$ cat config.mk
export PLATFORM = sky130hd
export DESIGN_NAME = procyon_ccu_mhq_sched
export DESIGN_NICKNAME = d
export VERILOG_FILES = /design/src/rtl/procyon_ccu_mhq_sched_pkg.sv /design/src/rtl/procyon_ccu_mhq_age_fifo.sv /design/src/rtl/procyon_ccu_mhq_sched.sv
export SDC_FILE = /design/constraint.sdc
export NUM_CORES = 1
export LEC_CHECK = 0
export ABC_CLOCK_PERIOD_IN_PS = 3400
export BUFFER_PORTS_ARGS = -buffer_cell sky130_fd_sc_hd__buf_2
export CAP_MARGIN = 20
export CORE_UTILIZATION = 44
export DETAILED_ROUTE_END_ITERATION = 6
export PLACE_DENSITY_LB_ADDON = 0.15
export SLEW_MARGIN = 10
export SYNTH_ARGS = -nofsm -noshare
export SYNTH_HDL_FRONTEND = slang
export SYNTH_SLANG_ARGS = --single-unit
$ cat constraint.sdc
create_clock -name clk -period 3.4 [get_ports clk]
set_clock_uncertainty 0.2 [all_clocks]
set_input_delay 0.34 -clock clk [delete_from_list [all_inputs] [get_ports clk]]
set_output_delay 0.34 -clock clk [all_outputs]
set_load 0.01 [all_outputs]
$ cat src/rtl/procyon_ccu_mhq_sched_pkg.sv
// Shared types for the CCU miss handling queue scheduler.
package procyon_ccu_mhq_sched_pkg;

  localparam int unsigned MHQ_SCHED_STATE_WIDTH = 2;

  typedef enum logic [MHQ_SCHED_STATE_WIDTH-1:0] {
    StIdle = 2'b00,
    StReq  = 2'b01,
    StWait = 2'b10
  } mhq_sched_state_t;

endpackage

$ cat src/rtl/procyon_ccu_mhq_age_fifo.sv
// Circular FIFO of allocated MHQ indices in allocation order; head is the oldest
// entry not yet requested from the CCU.
module procyon_ccu_mhq_age_fifo #(
  parameter int unsigned OPTN_MHQ_DEPTH = 4,
  parameter int unsigned MHQ_IDX_WIDTH  = $clog2(OPTN_MHQ_DEPTH)
) (
  input  logic                     clk,
  input  logic                     rst,
  input  logic                     i_push,
  input  logic [MHQ_IDX_WIDTH-1:0] i_push_idx,
  input  logic                     i_pop,
  output logic [MHQ_IDX_WIDTH-1:0] o_head_idx,
  output logic                     o_empty
);

  localparam int unsigned PtrWidth = MHQ_IDX_WIDTH + 1;

  logic [MHQ_IDX_WIDTH-1:0] fifo_q [OPTN_MHQ_DEPTH];
  logic [PtrWidth-1:0]      wr_ptr_q, wr_ptr_d;
  logic [PtrWidth-1:0]      rd_ptr_q, rd_ptr_d;
  logic                     full;
  logic                     push_en;
  logic                     pop_en;

  // Extra pointer bit tells a full FIFO apart from an empty one.
  always_comb begin
    o_empty  = (wr_ptr_q == rd_ptr_q);
    full     = (wr_ptr_q[MHQ_IDX_WIDTH] != rd_ptr_q[MHQ_IDX_WIDTH]) &&
               (wr_ptr_q[MHQ_IDX_WIDTH-1:0] == rd_ptr_q[MHQ_IDX_WIDTH-1:0]);
    push_en  = i_push & ~full;
    pop_en   = i_pop & ~o_empty;
    wr_ptr_d = push_en ? wr_ptr_q + PtrWidth'(1) : wr_ptr_q;
    rd_ptr_d = pop_en ? rd_ptr_q + PtrWidth'(1) : rd_ptr_q;
    o_head_idx = fifo_q[rd_ptr_q[MHQ_IDX_WIDTH-1:0]];
  end

  always_ff @(posedge clk) begin
    if (rst) begin
      wr_ptr_q <= '0;
      rd_ptr_q <= '0;
    end else begin
      wr_ptr_q <= wr_ptr_d;
      rd_ptr_q <= rd_ptr_d;
    end
  end

  always_ff @(posedge clk) begin
    if (push_en) begin
      fifo_q[wr_ptr_q[MHQ_IDX_WIDTH-1:0]] <= i_push_idx;
    end
  end

endmodule

$ cat src/rtl/procyon_ccu_mhq_sched.sv
// MHQ allocate/merge routing, single-outstanding CCU fetch sequencing and fill select.
// Define PCYN_MHQ_SCHED_AGE_ORDER_EN to fetch oldest-first instead of lowest-index-first.
module procyon_ccu_mhq_sched
  import procyon_ccu_mhq_sched_pkg::*;
#(
  parameter int unsigned OPTN_MHQ_DEPTH = 4,
  parameter int unsigned MHQ_IDX_WIDTH  = $clog2(OPTN_MHQ_DEPTH)
) (
  input  logic                      clk,
  input  logic                      rst,
  input  logic [OPTN_MHQ_DEPTH-1:0] i_mhq_entry_valid,
  input  logic [OPTN_MHQ_DEPTH-1:0] i_mhq_entry_complete,
  input  logic [OPTN_MHQ_DEPTH-1:0] i_lookup_hit,
  input  logic                      i_lsu_miss_en,
  output logic                      o_lsu_retry,
  output logic [OPTN_MHQ_DEPTH-1:0] o_update_en,
  output logic                      o_mhq_full,
  output logic                      o_ccu_req_valid,
  output logic [MHQ_IDX_WIDTH-1:0]  o_ccu_req_idx,
  input  logic                      i_ccu_req_ack,
  input  logic                      i_ccu_done,
  output logic [OPTN_MHQ_DEPTH-1:0] o_ccu_done,
  output logic                      o_fill_valid,
  output logic [MHQ_IDX_WIDTH-1:0]  o_fill_idx,
  input  logic                      i_fill_ack,
  output logic [OPTN_MHQ_DEPTH-1:0] o_fill_launched
);

  function automatic logic [OPTN_MHQ_DEPTH-1:0] onehot(input logic [MHQ_IDX_WIDTH-1:0] idx);
    onehot      = '0;
    onehot[idx] = 1'b1;
  endfunction

  function automatic logic [MHQ_IDX_WIDTH-1:0] lsb_idx(input logic [OPTN_MHQ_DEPTH-1:0] vec);
    lsb_idx = '0;
    for (int i = OPTN_MHQ_DEPTH - 1; i >= 0; i--) begin
      if (vec[i]) lsb_idx = MHQ_IDX_WIDTH'(i);
    end
  endfunction

  mhq_sched_state_t          state_q, state_d;
  logic [MHQ_IDX_WIDTH-1:0]  req_idx_q, req_idx_d;
  logic [OPTN_MHQ_DEPTH-1:0] issued_q, issued_d;
  logic [OPTN_MHQ_DEPTH-1:0] pending;
  logic [MHQ_IDX_WIDTH-1:0]  free_idx;
  logic                      hit_any;
  logic                      merge_conflict;
  logic                      req_ack_fire;
  logic                      cand_valid;
  logic [MHQ_IDX_WIDTH-1:0]  cand_idx;

  // Fill select: lowest complete entry, launched in the same cycle as the ack.
  always_comb begin
    o_fill_valid    = |i_mhq_entry_complete;
    o_fill_idx      = lsb_idx(i_mhq_entry_complete);
    o_fill_launched = (o_fill_valid && i_fill_ack) ? onehot(o_fill_idx) : '0;
  end

  // Allocation uses current entry state only; slots freed this cycle are not reused.
  always_comb begin
    o_mhq_full     = &i_mhq_entry_valid;
    free_idx       = lsb_idx(~i_mhq_entry_valid);
    hit_any        = |i_lookup_hit;
    merge_conflict = |(i_lookup_hit & o_fill_launched);
    o_update_en    = '0;
    o_lsu_retry    = 1'b0;
    if (i_lsu_miss_en) begin
      if (hit_any) begin
        if (merge_conflict) o_lsu_retry = 1'b1;
        else                o_update_en = i_lookup_hit;
      end else if (!o_mhq_full) begin
        o_update_en = onehot(free_idx);
      end else begin
        o_lsu_retry = 1'b1;
      end
    end
  end

  assign pending = i_mhq_entry_valid & ~issued_q & ~i_mhq_entry_complete;

`ifdef PCYN_MHQ_SCHED_AGE_ORDER_EN
  logic                     alloc_push;
  logic [MHQ_IDX_WIDTH-1:0] fifo_head;
  logic                     fifo_empty;

  assign alloc_push = i_lsu_miss_en & ~hit_any & ~o_mhq_full;

  procyon_ccu_mhq_age_fifo #(
    .OPTN_MHQ_DEPTH(OPTN_MHQ_DEPTH),
    .MHQ_IDX_WIDTH (MHQ_IDX_WIDTH)
  ) u_age_fifo (
    .clk       (clk),
    .rst       (rst),
    .i_push    (alloc_push),
    .i_push_idx(free_idx),
    .i_pop     (req_ack_fire),
    .o_head_idx(fifo_head),
    .o_empty   (fifo_empty)
  );

  assign cand_valid = (|pending) & ~fifo_empty;
  assign cand_idx   = fifo_head;
`else
  assign cand_valid = |pending;
  assign cand_idx   = lsb_idx(pending);
`endif

  always_comb begin
    state_d         = state_q;
    req_idx_d       = req_idx_q;
    req_ack_fire    = 1'b0;
    o_ccu_req_valid = 1'b0;
    o_ccu_done      = '0;
    unique case (state_q)
      StIdle: begin
        if (cand_valid) begin
          req_idx_d = cand_idx;
          state_d   = StReq;
        end
      end
      StReq: begin
        o_ccu_req_valid = 1'b1;
        if (i_ccu_req_ack) begin
          req_ack_fire = 1'b1;
          state_d      = StWait;
        end
      end
      StWait: begin
        if (i_ccu_done) begin
          o_ccu_done = onehot(req_idx_q);
          state_d    = StIdle;
        end
      end
      default: state_d = StIdle;
    endcase
  end

  assign o_ccu_req_idx = req_idx_q;

  // A fill launch frees the entry, so its issued mark must not outlive it.
  always_comb begin
    issued_d = issued_q;
    if (req_ack_fire) issued_d = issued_d | onehot(req_idx_q);
    issued_d = issued_d & ~o_fill_launched;
  end

  always_ff @(posedge clk) begin
    if (rst) begin
      state_q   <= StIdle;
      req_idx_q <= '0;
      issued_q  <= '0;
    end else begin
      state_q   <= state_d;
      req_idx_q <= req_idx_d;
      issued_q  <= issued_d;
    end
  end

endmodule
# Word level (Yosys, flattened, before mapping)

Cells that the tools add are included.
W data, S select, Z words.

$lt $le $gt $ge: 6
Equality and inequality tests: 5
Muxes and demuxes: 37
Bitwise operators: 9
Reductions and logical operators: 12

Operator list:

| cell                 | number |
|---|---|
| $mux W4              | 8 |
| $mux W2              | 15 |
| $and A4 B4 Y4        | 4 |
| $not A4 Y4           | 4 |
| $reduce_or A4 Y1     | 4 |
| $mux W1              | 10 |
| $lt A2 B3 Y1 const B | 3 |
| $demux W1 S2         | 3 |
| $ge A2 B1 Y1 const B | 3 |
| $ne A2 B2 Y1 const B | 3 |
| $pmux W2 S3          | 1 |
| $logic_and A1 B1 Y1  | 4 |
| $or A4 B4 Y4         | 1 |
| $reduce_and A4 Y1    | 1 |
| $reduce_and A3 Y1    | 1 |
| $eq A2 B1 Y1 const B | 1 |
| $eq A2 B2 Y1 const B | 1 |
| $logic_not A2 Y1     | 1 |
| $reduce_and A2 Y1    | 1 |

Register bits: 8
Output and inout port bits: 20
Logic and storage cells: 72

# Longest topological paths before layout

Gate-level depths: netlist of run 1.

Depth after elaboration: 14
Depth in mapped cells: 5
Depth with buffers taken out: 4

# Worst setup path before layout of run 1

No wires, ideal clock.

Path kind: input to output
From: input i_mhq_entry_complete[0]
To: output o_update_en[0]
Arrival time: 1.323 ns
Slack: 1.537 ns
Stages: 5
Buffers on the path: 1
Cell sequence: buf_2 and4bb_1 a211oi_2 nand3_1 nor2_1

Cells in the longest elaborated chain, start to end: 11
Elaborated cells on any way between the ends: 14
Those cells by class: order compare (2); mux (7); bitwise (1); reduce/logical (4)

RTL lines:

| element                                                            | line                        | text |
|---|---|---|
| start: declaration                                                 | procyon_ccu_mhq_sched.sv:12 | `input logic [OPTN_MHQ_DEPTH-1:0] i_mhq_entry_complete,` |
| $mux W2                                                            | procyon_ccu_mhq_sched.sv:37 | `if (vec[i]) lsb_idx = MHQ_IDX_WIDTH'(i);` |
| $lt A2 B3 Y1 (not written as such) or $ge A2 B1 Y1 (tied branches) | procyon_ccu_mhq_sched.sv:31 | `onehot[idx] = 1'b1;` |
| $logic_and A1 B1 Y1 (not written as such)                          | procyon_ccu_mhq_sched.sv:31 |  |
| $mux W1 (not written as such)                                      | procyon_ccu_mhq_sched.sv:31 |  |
| $demux W1 S2                                                       | procyon_ccu_mhq_sched.sv:31 |  |
| $mux W4 (*)                                                        | procyon_ccu_mhq_sched.sv:56 | `o_fill_launched = (o_fill_valid && i_fill_ack) ? onehot(o_fill_idx) : '0;` |
| net o_fill_launched[2]                                             | procyon_ccu_mhq_sched.sv:26 | `output logic [OPTN_MHQ_DEPTH-1:0] o_fill_launched` |
| $and A4 B4 Y4 (*)                                                  | procyon_ccu_mhq_sched.sv:64 | `merge_conflict = \|(i_lookup_hit & o_fill_launched);` |
| $reduce_or A4 Y1 (*)                                               | procyon_ccu_mhq_sched.sv:64 |  |
| $mux W4 (*)                                                        | procyon_ccu_mhq_sched.sv:69 | `if (merge_conflict) o_lsu_retry = 1'b1;` |
| $mux W4 (*)                                                        | procyon_ccu_mhq_sched.sv:68 | `if (hit_any) begin` |
| $mux W4 (*)                                                        | procyon_ccu_mhq_sched.sv:67 | `if (i_lsu_miss_en) begin` |
| end: declaration                                                   | procyon_ccu_mhq_sched.sv:16 | `output logic [OPTN_MHQ_DEPTH-1:0] o_update_en,` |

Mark *: on every way through the listed nets, which the timed path passes. The rest lies on a longest branch.

# Worst setup path after layout of run 1

From: input i_mhq_entry_complete[1]
To: output o_update_en[1]

Cells in the longest elaborated chain, start to end: 12
Elaborated cells on any way between the ends: 15
Those cells by class: order compare (2); mux (8); bitwise (1); reduce/logical (4)

RTL lines:

| element                                                            | line |
|---|---|
| $mux W2 (2 in a row)                                               | procyon_ccu_mhq_sched.sv:37 |
| $lt A2 B3 Y1 (not written as such) or $ge A2 B1 Y1 (tied branches) | procyon_ccu_mhq_sched.sv:31 |
| $logic_and A1 B1 Y1 (not written as such)                          | procyon_ccu_mhq_sched.sv:31 |
| $mux W1 (not written as such)                                      | procyon_ccu_mhq_sched.sv:31 |
| $demux W1 S2                                                       | procyon_ccu_mhq_sched.sv:31 |
| $mux W4 (*)                                                        | procyon_ccu_mhq_sched.sv:56 |
| $and A4 B4 Y4 (*)                                                  | procyon_ccu_mhq_sched.sv:64 |
| $reduce_or A4 Y1 (*)                                               | procyon_ccu_mhq_sched.sv:64 |
| $mux W4 (*)                                                        | procyon_ccu_mhq_sched.sv:69 |
| $mux W4 (*)                                                        | procyon_ccu_mhq_sched.sv:68 |
| $mux W4 (*)                                                        | procyon_ccu_mhq_sched.sv:67 |

Mark *: on every way between the ends. The rest lies on a longest branch, timed or not.

==> results of run 1 <==
-- state kept, by name, indices dropped and copies added (netlist names) --
signal         cells
issued_q           4
o_ccu_req_idx      2
state_q            2
-- cells in the mapped netlist --
cell / n
sky130_fd_sc_hd__and3_1: 2
sky130_fd_sc_hd__or3b_1: 1
sky130_fd_sc_hd__nor3b_1: 5
sky130_fd_sc_hd__and4b_1: 1
sky130_fd_sc_hd__nor4_1: 2
sky130_fd_sc_hd__nand2b_1: 1
sky130_fd_sc_hd__nand2_1: 6
sky130_fd_sc_hd__inv_1: 3
sky130_fd_sc_hd__nor2b_1: 2
sky130_fd_sc_hd__buf_1: 1
sky130_fd_sc_hd__nor4_2: 1
sky130_fd_sc_hd__a31oi_1: 3
sky130_fd_sc_hd__and2_1: 2
sky130_fd_sc_hd__clkbuf_1: 1
sky130_fd_sc_hd__dfxtp_1: 8
sky130_fd_sc_hd__a2111oi_2: 1
sky130_fd_sc_hd__nor2_1: 20
sky130_fd_sc_hd__a21oi_1: 6
sky130_fd_sc_hd__a211oi_2: 1
sky130_fd_sc_hd__buf_2: 2
sky130_fd_sc_hd__nand3_1: 1
sky130_fd_sc_hd__a21o_1: 1
sky130_fd_sc_hd__a211oi_1: 1
sky130_fd_sc_hd__and4bb_1: 1
sky130_fd_sc_hd__nand3b_1: 2
sky130_fd_sc_hd__nand4_1: 1
sky130_fd_sc_hd__nor3_1: 11
-- cell families after synthesis --
logic type / count (synthesis) / synth area share
flip-flops: 8 / 0.268
buffers and inverters: 7 / 0.0482
AO/OA/AOI/OAI: 13 / 0.153
AND/OR/NAND/NOR: 59 / 0.530
-- metrics by stage --
step	area (um2)	hold slack (ns)	std cells
global placement	782	0.290	134
CTS	805	0.0843	137
finish	805	0.0903	137
detailed placement	782	0.290	134
global route	805	0.0870	137
floorplan	597	0.240	87
-- routing by layer --
| layer | share of wire | track usage | wire (um) | vias up |
|---|---|---|---|---|
| li1 | - | - | - | 389 |
| met1 | 0.48 | 0.284 | 762 | 323 |
| met2 | 0.46 | 0.379 | 725 | 27 |
| met3 | 0.057 | 0.0867 | 90 | 0 |
| met4 | 0 | 0.0517 | 0 | 0 |
| met5 | 0 | 0 | 0 | - |
-- power by group through the flow --
stage / combinational (uW) / sequential, uW / clock (uW)
after CTS: 75.8 / 110 / 76.2
after detailed placement: 75.1 / 113 / 0
after global placement: 73.9 / 112 / 0
after global routing: 84.3 / 112 / 79.2
final: 75.7 / 111 / 72.6
after floorplan: 48.8 / 108 / 0
-- layout make-up --
cell class | instances | area (um2)
Inverter | 3 | 11.3
Fill cell | 110 | 382
Multi-Input combinational cell | 72 | 408
Tap cell | 14 | 17.5
Timing Repair Buffer | 37 | 185
Clock buffer | 3 | 22.5
Sequential cell | 8 | 160
-- path summary, 6_finish.rpt --
check,depth (start not counted),end,startpoint
worst max-delay path,6,o_update_en[1],i_mhq_entry_complete[1]
worst min-delay path,2,state_q[0]$_SDFFE_PP0P_,i_ccu_req_ack
worst max register to register,4,o_ccu_req_idx[0]$_SDFFE_PP0P_,issued_q[1]$_SDFF_PP0_
worst min register to register,2,issued_q[3]$_SDFF_PP0_,issued_q[3]$_SDFF_PP0_
==> out/metrics.yaml, run 1 <==
worst-setup-path-type: "in -> out"
drt-pass1-iter-count: 4
grt.total_usage: 0.231
hold_buf_cts: 0
fin_nets: 143
timing.slew.headroom: 0.794
run_status: "finished clean"
fp.coreArea_um2: 1190
final_period_minus_worst_setup_slack_ns: 1.95
grt_max_degree: 11
hold_viol: 0
cells_after_synthesis: 87
flow.area_growth_from_synthesis_pct: 34.8
synthTopCellsByArea: "sky130_fd_sc_hd__dfxtp_1 (27%), sky130_fd_sc_hd__nor2_1 (13%), sky130_fd_sc_hd__nor3_1 (9.2%)"
swShare: 0.327
crit_buf_inv: 2
crit_path_cell_trace: "buf_2 -> and4bb_1 -> a211oi_2 -> nand3_1 -> nor2_1 -> buf_2"
clock_tree_from_tritoncts: "yes"
num_vias: 739
final_sum_of_negative_setup_slack_ns: 0
power.clock.fraction: 0.280
setup_viol: 0
die_area_um2: 1510
tritoncts.num_buffers: 3
global_route_wire_length_before_repair_mm: 2.36
yosys_register_bits: 8
max_stage_delay_ns: 0.25
clk_latency_ns: 0.25
sequentialPowerShare: 0.428
post_route_cells_drive_above_1_share: 0.350
r2r_slack_ns: 1.94
detailed_place_hpwl_mm: 1.23
htreeDepth: 1
detail-route-antenna-nets: 0
critPathSlowestCell: "sky130_fd_sc_hd__and4bb_1"
syn-num-nets: 105
clk_pin_slew_ns: 0.05
cts_buffer_depth: 2
placement_setup_slack_ns: 1.45
antenna_diodes: 0
cpLargestDelayFamily: "simple AND/OR/NAND/NOR gates"
routed_wirelength_mm: 1.58
timing.final.max_slew_violations: 0
ctsRootBufferMaster: "sky130_fd_sc_hd__clkbuf_4"
yosys.area.top_type: "sky130_fd_sc_hd__dfxtp_1"
final_critical_path_setup_slack_ns: 1.45
power.leakage_uw: 0.000401
min_period_over_period: 0.573
critical-path-top-cell-by-count: "sky130_fd_sc_hd__buf_2"
postCtsResizedCells: 0
synth-seq-area-share: 0.268
max_cap_viol_count: 0
grt_antenna_before_repair: 0
startpoint_type: "input pin"
required_ns: 2.86
number_of_port_buffers: 37
design_power_total_uw: 259
timing_worst_slew_pin_value_ns: 0.306
drt_via_density: 5.39
max_clock_freq_mhz: 514
mappedNetlistArea_um2: 597
utilization: 0.678
synth_largest_type_area_fraction: 0.268
synth.yosys.warnings: 0
dieWidth_um: 38.8
avgRoutedWirePerCell_um: 11.5
holdCritPathClass: "in -> reg"
power.density_cell_area_nw_per_um2: 322
timing.critical_path.fanout_max: 7
library_cells_used_by_synthesis: 27
remaining_drc_errors: 0
post_cts_setup_buffer_count: 0
wp_data_arrival_ns: 1.41
die_height_um: 38.8
clock_sink_count: 8
crit_path_end_kind: "output port"
mostFrequentLayoutCells: "sky130_fd_sc_hd__buf_2 (37), sky130_fd_sc_hd__nor2_1 (20), sky130_fd_sc_hd__nor3_1 (11)"
p_switching_uw: 84.9
final_common_cell: "sky130_fd_sc_hd__buf_2"
first_global_vias: 585
place.gp.congestion: 0.851
rsz0062_at_grt: "no"
cell_internal_pwr_uw: 174
overflow: 0
rows: 12
boundaryPins: 38
ir_worst_vdd_v: 0.000296
synth_area_per_cell_um2: 6.86
detailedRoute.firstIterationViolations: 17
floorplan.initialDensity: 0.503
power.share.combinational: 0.292
(Power assumes the default switching activity.)
==> run 2, diff against run 1 <==
--- a/config.mk
+++ b/config.mk
@@ -5,10 +5,10 @@
 export SDC_FILE = /design/constraint.sdc
 export NUM_CORES = 1
 export LEC_CHECK = 0
-export ABC_CLOCK_PERIOD_IN_PS = 3400
+export ABC_CLOCK_PERIOD_IN_PS = 2000
 export BUFFER_PORTS_ARGS = -buffer_cell sky130_fd_sc_hd__buf_2
 export CAP_MARGIN = 20
-export CORE_UTILIZATION = 44
+export CORE_UTILIZATION = 40
 export DETAILED_ROUTE_END_ITERATION = 6
 export PLACE_DENSITY_LB_ADDON = 0.15
 export SLEW_MARGIN = 10
==> constraint.sdc (replaced) <==
create_clock -name clk -period 2 [get_ports clk]
set_clock_uncertainty 0.2 [all_clocks]
set_input_delay 0.2 -clock clk [delete_from_list [all_inputs] [get_ports clk]]
set_output_delay 0.2 -clock clk [all_outputs]
set_load 0.01 [all_outputs]
==> out/metrics.yaml, run 2 (synthesis results as in run 1) <==
run_status: "finished clean"
remaining_drc_errors: 0  # unchanged
post_cts_setup_buffer_count: 0  # unchanged
ir_worst_vdd_v: 0.000415  # +40%
final_design_instance_area_without_fill_um2: 816  # +1.4%
holdCritPathClass: "in -> reg"
fin_nets: 144  # +0.70%
power.leakage_uw: 0.000406  # +1.0%
num_vias: 738  # -0.14%
worst-setup-path-type: "in -> out"
power.clock.fraction: 0.277  # -0.003
drt-pass1-iter-count: 4  # unchanged
final_sum_of_negative_setup_slack_ns: 0  # unchanged
cts_buffer_depth: 2  # unchanged
drt_via_density: 5.31  # -1.6%
power.share.combinational: 0.296  # +0.004
postCtsResizedCells: 0  # unchanged
post_route_cells_drive_above_1_share: 0.347  # -0.00282
first_global_vias: 575  # -1.7%
filler_cell_count: 150  # +36%
max_stage_delay_ns: 0.26  # about the same
routed_wirelength_mm: 1.62  # +2.9%
detail-route-antenna-nets: 0  # unchanged
clock_sink_count: 8  # unchanged
place_area_um2: 783  # +0.16%
finalNonFillerCells: 139  # +1.5%
boundaryPins: 38  # unchanged
final_common_cell: "sky130_fd_sc_hd__buf_2"
ctsRootBufferMaster: "sky130_fd_sc_hd__clkbuf_4"
clk_pin_slew_ns: 0.05  # about the same
die_area_um2: 1650  # +9.5%
detailedRoute.firstIterationViolations: 17  # unchanged
cell_internal_pwr_uw: 298  # +71%
place.gp.congestion: 0.821  # -3.6%
final_period_minus_worst_setup_slack_ns: 1.68
timing_worst_slew_pin_value_ns: 0.316  # +0.0101 ns
clk_latency_ns: 0.25  # about the same
swShare: 0.326  # -0.00165
ff_latch_area_um2: 160  # unchanged
largest_register_ff_count: 4  # unchanged
rows: 13  # +1
flow.area_growth_from_synthesis_pct: 36.7
fp.coreArea_um2: 1350  # +14%
max_flop_register: "issued_q"
dieWidth_um: 40.6  # +4.6%
grt_max_degree: 11  # unchanged
cpLargestDelayFamily: "simple AND/OR/NAND/NOR gates"
startpoint_type: "input pin"
number_of_port_buffers: 37  # unchanged
detailed_place_hpwl_mm: 1.26  # +2.0%
crit_path_cell_trace: "buf_2 -> and4bb_1 -> a211oi_2 -> nand3_1 -> nor2_1 -> buf_2"
grt_antenna_before_repair: 0  # unchanged
rsz0062_at_grt: "no"
dpl.cell_count: 135  # +0.75%
timing.slew.headroom: 0.787  # -0.00678
overflow: 0  # unchanged
min_period_over_period: 0.839
timing.critical_path.fanout_max: 7  # unchanged
p_switching_uw: 144  # +69%
die_height_um: 40.6  # +4.6%
floorplan.initialDensity: 0.442  # -0.0611
max_cap_viol_count: 0  # unchanged
sequentialPowerShare: 0.428  # about the same
max_clock_freq_mhz: 596
power.density_cell_area_nw_per_um2: 541  # +68%
hold_viol: 0  # unchanged
required_ns: 1.60  # -1.26 ns
multi_input_combinational_cell_area_um2: 408  # unchanged
htreeDepth: 1  # unchanged
critical-path-top-cell-by-count: "sky130_fd_sc_hd__buf_2"
timing.final.max_slew_violations: 0  # unchanged
wp_data_arrival_ns: 1.28  # -0.13 ns
crit_path_end_kind: "output port"
crit_buf_inv: 2  # unchanged
clock_tree_from_tritoncts: "yes"
tritoncts.num_buffers: 3  # unchanged
avgRoutedWirePerCell_um: 11.7  # +1.4%
grt.total_usage: 0.212  # -0.0196
setup_viol: 0  # unchanged
mostFrequentLayoutCells: "sky130_fd_sc_hd__buf_2 (37), sky130_fd_sc_hd__nor2_1 (20), sky130_fd_sc_hd__nor3_1 (11)"
global_route_wire_length_before_repair_mm: 2.30  # -2.6%
critPathSlowestCell: "sky130_fd_sc_hd__a211oi_2"
antenna_diodes: 0  # unchanged
-- run 2: cell count changes in the layout (fill, tap and decap cells not counted) --
cell                            change
sky130_fd_sc_hd__dlygate4sd3_1      +1
-- run 2: power groups by stage --
stage,registers (uW),clock network [uW],logic [uW]
3_3_place_gp,191,0,126
2_1_floorplan,184,0,83.0
6_report,189,122,131
3_5_place_dp,192,0,128
4_1_cts,189,131,131
5_1_grt,190,136,148
-- run 2: per-layer routing --
metal  global-route usage  vias up  part of all wire
li1                     -      385                 -
met1                0.254      331              0.48
met2                0.369       22              0.47
met3               0.0815        0             0.051
met4               0.0167        0                 0
met5                    0        -                 0
-- run 2: final cells by class --
type,instances,area share
Clock buffer,3,0.0276
Timing Repair Buffer,38,0.239
Inverter,3,0.0138
Tap cell,15,0.0230
Sequential cell,8,0.196
Multi-Input combinational cell,72,0.500
-- run 2: path summary, 6_finish.rpt --
kind                                               from                 endpoint  slack, ns  depth (start not counted)
worst max-delay path            i_mhq_entry_complete[1]           o_update_en[3]       0.32                          6
worst min-delay path                         i_ccu_done  state_q[1]$_SDFFE_PP0P_       0.03                          4
worst max register to register   issued_q[1]$_SDFF_PP0_  state_q[0]$_SDFFE_PP0P_       0.54                          4
worst min register to register   issued_q[0]$_SDFF_PP0_   issued_q[0]$_SDFF_PP0_       0.30                          2
-- run 2: repair_timing --
item                                   in CTS  in global routing
setup endpoints to repair                   0                  0
endpoints found under the hold margin       1                  0
hold buffers                                1                  0
-- run 2: tightest hold or removal path: stages --
cell                      delay, ns
sky130_fd_sc_hd__buf_2         0.09
sky130_fd_sc_hd__nor2_1        0.03
sky130_fd_sc_hd__nand2_1       0.05
sky130_fd_sc_hd__a21oi_1       0.06
-- run 2: metrics by stage --
step / util / total power [uW] / hold slack, ns / setup WS (ns)
after floorplan: - / 267 / 0.100 / 0.417
final: 0.604 / 441 / 0.0274 / 0.322
after global routing: 0.604 / 474 / 0.0567 / 0.202
after detailed placement: 0.580 / 320 / 0.220 / 0.317
after CTS: 0.604 / 450 / 0.0204 / 0.308
after global placement: 0.580 / 317 / 0.212 / 0.338
==> run 3, diff against run 2 <==
--- a/config.mk
+++ b/config.mk
@@ -5,10 +5,11 @@
 export SDC_FILE = /design/constraint.sdc
 export NUM_CORES = 1
 export LEC_CHECK = 0
-export ABC_CLOCK_PERIOD_IN_PS = 2000
+export ABC_AREA = 1
+export ABC_CLOCK_PERIOD_IN_PS = 1500
 export BUFFER_PORTS_ARGS = -buffer_cell sky130_fd_sc_hd__buf_2
 export CAP_MARGIN = 20
-export CORE_UTILIZATION = 40
+export CORE_UTILIZATION = 38
 export DETAILED_ROUTE_END_ITERATION = 6
 export PLACE_DENSITY_LB_ADDON = 0.15
 export SLEW_MARGIN = 10
==> constraint.sdc (replaced) <==
create_clock -name clk -period 1.5 [get_ports clk]
set_clock_uncertainty 0.2 [all_clocks]
set_input_delay 0.15 -clock clk [delete_from_list [all_inputs] [get_ports clk]]
set_output_delay 0.15 -clock clk [all_outputs]
set_load 0.01 [all_outputs]
==> out/metrics.yaml, run 3 <==
r2r_slack_ns: 0.10  # -0.44 ns
rows: 14  # +1
ctsRootBufferMaster: "sky130_fd_sc_hd__clkbuf_4"
synth-seq-area-share: 0.241  # -0.0277
final_critical_path_setup_slack_ns: 0.0389  # -0.283 ns
edff_count_synth: 0  # unchanged
synth.yosys.warnings: 0  # unchanged
critPathSlowestCell: "sky130_fd_sc_hd__dfxtp_2"
clock_tree_from_tritoncts: "yes"
num_vias: 873  # +18%
cpLargestDelayFamily: "simple AND/OR/NAND/NOR gates"
wp_data_arrival_ns: 1.11  # -0.17 ns
final_period_minus_worst_setup_slack_ns: 1.46
first_global_vias: 697  # +21%
failed_checks: "DRC"
routedLengthMet1_um: 808  # +4.5%
clock_sink_count: 8  # unchanged
setup_viol: 0  # unchanged
postSynth.topFlopCell: "sky130_fd_sc_hd__dfxtp_1"
crit_path_end_kind: "output port"
mappedNetlistArea_um2: 666  # +12%
place.gp.congestion: 0.815  # -0.76%
routed_length_on_met2_um: 875  # +15%
worst-setup-path-type: "reg -> out"
min_period_over_period: 0.974
max_cap_viol_count: 0  # unchanged
power.leakage_uw: 0.000584  # +44%
maxUsedRoutingLayer: "met4"
cell_internal_pwr_uw: 412  # +38%
synthTopCellsByArea: "sky130_fd_sc_hd__dfxtp_1 (24%), sky130_fd_sc_hd__inv_1 (14%), sky130_fd_sc_hd__nand2_1 (14%)"
post_route_cells_drive_above_1_share: 0.393  # +0.0459
detailed_place_hpwl_mm: 1.50  # +19%
sequentialPowerShare: 0.391  # -0.037
power.density_cell_area_nw_per_um2: 664  # +23%
critical_path.reg2reg.startpoint: "state_q[0]$_SDFFE_PP0P_"
overflow: 0  # unchanged
synthArstFlopShare: 0  # unchanged
timing.slew.headroom: 0.791  # +0.00366
max_clock_freq_mhz: 684
crit_buf_inv: 2  # unchanged
library_cells_used_by_synthesis: 18  # -33%
startpoint_type: "flip-flop"
min-delay-start: "i_ccu_req_ack"
timing.final.max_slew_violations: 0  # unchanged
routed_wirelength_mm: 1.86  # +15%
count_leader_synth: "sky130_fd_sc_hd__inv_1"
detail-route-antenna-nets: 0  # unchanged
ir_worst_vdd_v: 0.000605  # +46%
reg2reg_depth: 6  # +2
synth_commonest_cells: "sky130_fd_sc_hd__inv_1 (25), sky130_fd_sc_hd__nand2_1 (24), sky130_fd_sc_hd__nor2_1 (21)"
crit_path_cell_trace: "inv_2 -> nor2_4 -> nand2_4 -> nor3_2 -> buf_2"
avgRoutedWirePerCell_um: 10.4  # -11%
remaining_drc_errors: 1  # +1
hold_viol: 0  # unchanged
clk_pin_slew_ns: 0.06  # about the same
fin_nets: 183  # +27%
drt-pass1-iter-count: 7  # +3
grt_max_degree: 8  # -3
ff_latch_area_um2: 164  # +2.3%
htreeDepth: 1  # unchanged
synth_largest_type_area_fraction: 0.241  # -0.0277
tritoncts.num_buffers: 3  # unchanged
flow.area_growth_from_synthesis_pct: 45.7
drt_via_density: 4.88  # -8.1%
dieWidth_um: 43.9  # +8.0%
utilization: 0.615  # +0.0108
swShare: 0.361  # +0.0349
grt.total_usage: 0.209  # -0.00291
p_switching_uw: 232  # +61%
yosys.area.top_type: "sky130_fd_sc_hd__dfxtp_1"
clk_latency_ns: 0.25  # about the same
max_flop_register: "issued_q"
filler_cell_count: 157  # +4.7%
synth_area_per_cell_um2: 5.64  # -18%
timing.hold.worst_endpoint: "state_q[0]$_SDFFE_PP0P_"
yosys_register_bits: 8  # unchanged
fp.coreArea_um2: 1580  # +17%
multi_input_combinational_cell_area_um2: 438  # +7.4%
placement_setup_slack_ns: 0.120  # -0.197 ns
global_route_wire_length_before_repair_mm: 2.91  # +27%
grt_antenna_before_repair: 0  # unchanged
power.share.combinational: 0.347  # +0.051
die_area_um2: 1920  # +17%
syn-num-nets: 136  # +30%
final_common_cell: "sky130_fd_sc_hd__buf_2"
power.clock.fraction: 0.262  # -0.015
met3_wirelength_um: 145  # +75%
detailedRoute.firstIterationViolations: 26  # +9
floorplan.initialDensity: 0.422  # -0.0199
rsz0062_at_grt: "yes"
timing.critical_path.fanout_max: 4  # -3
largest_register_ff_count: 4  # unchanged
max_stage_delay_ns: 0.33  # +0.07 ns
die_height_um: 43.9  # +8.0%
number_of_port_buffers: 37  # unchanged
required_ns: 1.15  # -0.45 ns
boundaryPins: 38  # unchanged
antenna_diodes: 0  # unchanged
cts_buffer_depth: 2  # unchanged
holdCritPathClass: "in -> reg"
cells_after_synthesis: 118  # +36%
timing_worst_slew_pin_value_ns: 0.311  # -0.00497 ns
hold_path_depth: 4  # unchanged
regToRegEndpoint: "issued_q[3]$_SDFF_PP0_"
run_status: "finished, violations left"
mostFrequentLayoutCells: "sky130_fd_sc_hd__buf_2 (37), sky130_fd_sc_hd__inv_1 (24), sky130_fd_sc_hd__nand2_1 (23)"
[run 3: changes by cell type after synthesis, sizes merged, moves of 5 or more]
cell	change
nor2	+6
nor3b	-5
nand2	+20
nand3	+8
inv	+23
[run 3: what timing repair did]
item | in CTS | in global routing
endpoints found under the setup margin | 3 | 4
endpoints found under the hold margin | 5 | 0
setup buffers | 0 | 2
gates resized for setup | 1 | 10
pin swaps | 1 | 3
hold buffers | 2 | 0
[run 3: layout make-up]
cell class | count | area share
clock buffers | 3 | 0.0232
inverters | 26 | 0.101
multi-input cells | 84 | 0.452
flip-flops and latches | 8 | 0.169
well taps | 16 | 0.0206
repair buffers | 42 | 0.235
[run 3: worst max path at each step]
| stage | start | to | slack, ns | depth (start not counted) |
|---|---|---|---|---|
| 2_1_floorplan | o_ccu_req_idx[0]$_SDFFE_PP0P_ | o_ccu_done[1] | 0.30 | 2 |
| 3_3_place_gp | i_mhq_entry_complete[0] | o_update_en[1] | 0.15 | 7 |
| 3_5_place_dp | i_mhq_entry_complete[0] | o_update_en[2] | 0.12 | 8 |
| 4_1_cts | state_q[1]$_SDFFE_PP0P_ | o_ccu_done[2] | 0.004 | 5 |
| 5_1_grt | state_q[1]$_SDFFE_PP0P_ | o_ccu_done[1] | -0.04 | 5 |
| 6_report | state_q[1]$_SDFFE_PP0P_ | o_ccu_done[0] | 0.04 | 5 |
[run 3: power groups by stage]
| stage | Clock (uW) | Sequential [uW] | Combinational (uW) |
|---|---|---|---|
| 3_3_place_gp | 0 | 249 | 207 |
| 3_5_place_dp | 0 | 249 | 209 |
| 4_1_cts | 173 | 245 | 214 |
| 6_report | 169 | 252 | 223 |
| 2_1_floorplan | 0 | 249 | 122 |
| 5_1_grt | 191 | 254 | 251 |
[run 3: per-stage QoR]
stage,setup TNS [ns],total power [uW],cell area [um2],hold slack [ns],instances
floorplan,0,371,666,0.0191,118
global placement,0,456,878,0.208,172
detailed placement,0,458,878,0.213,172
CTS,0,632,923,0.0124,177
global route,-0.0737,695,970,0.0131,179
finish,0,644,970,0.0140,179
[run 3: kinds of logic (layout without fill, tap and decap cells)]
group,after synthesis,after routing,share of synthesized area
AND/OR/NAND/NOR,74,74,0.534
AO/OA/AOI/OAI,10,10,0.0789
buffers and inverters,26,71,0.147
flip-flops,8,8,0.241
[run 3: metal layers]
metal,track usage,vias up
met2,0.322,35
met5,0,-
li1,-,462
met4,0.0970,0
met1,0.261,372
met3,0.0708,4
[run 3: worst register-to-register path, stage by stage (launching register included)]
cell and delay, ns:
sky130_fd_sc_hd__dfxtp_1 0.40, sky130_fd_sc_hd__nand2_1 0.12, sky130_fd_sc_hd__nor2_1 0.27, sky130_fd_sc_hd__inv_1 0.10, sky130_fd_sc_hd__nor2_1 0.10, sky130_fd_sc_hd__o21ai_0 0.08, sky130_fd_sc_hd__nor2_1 0.08
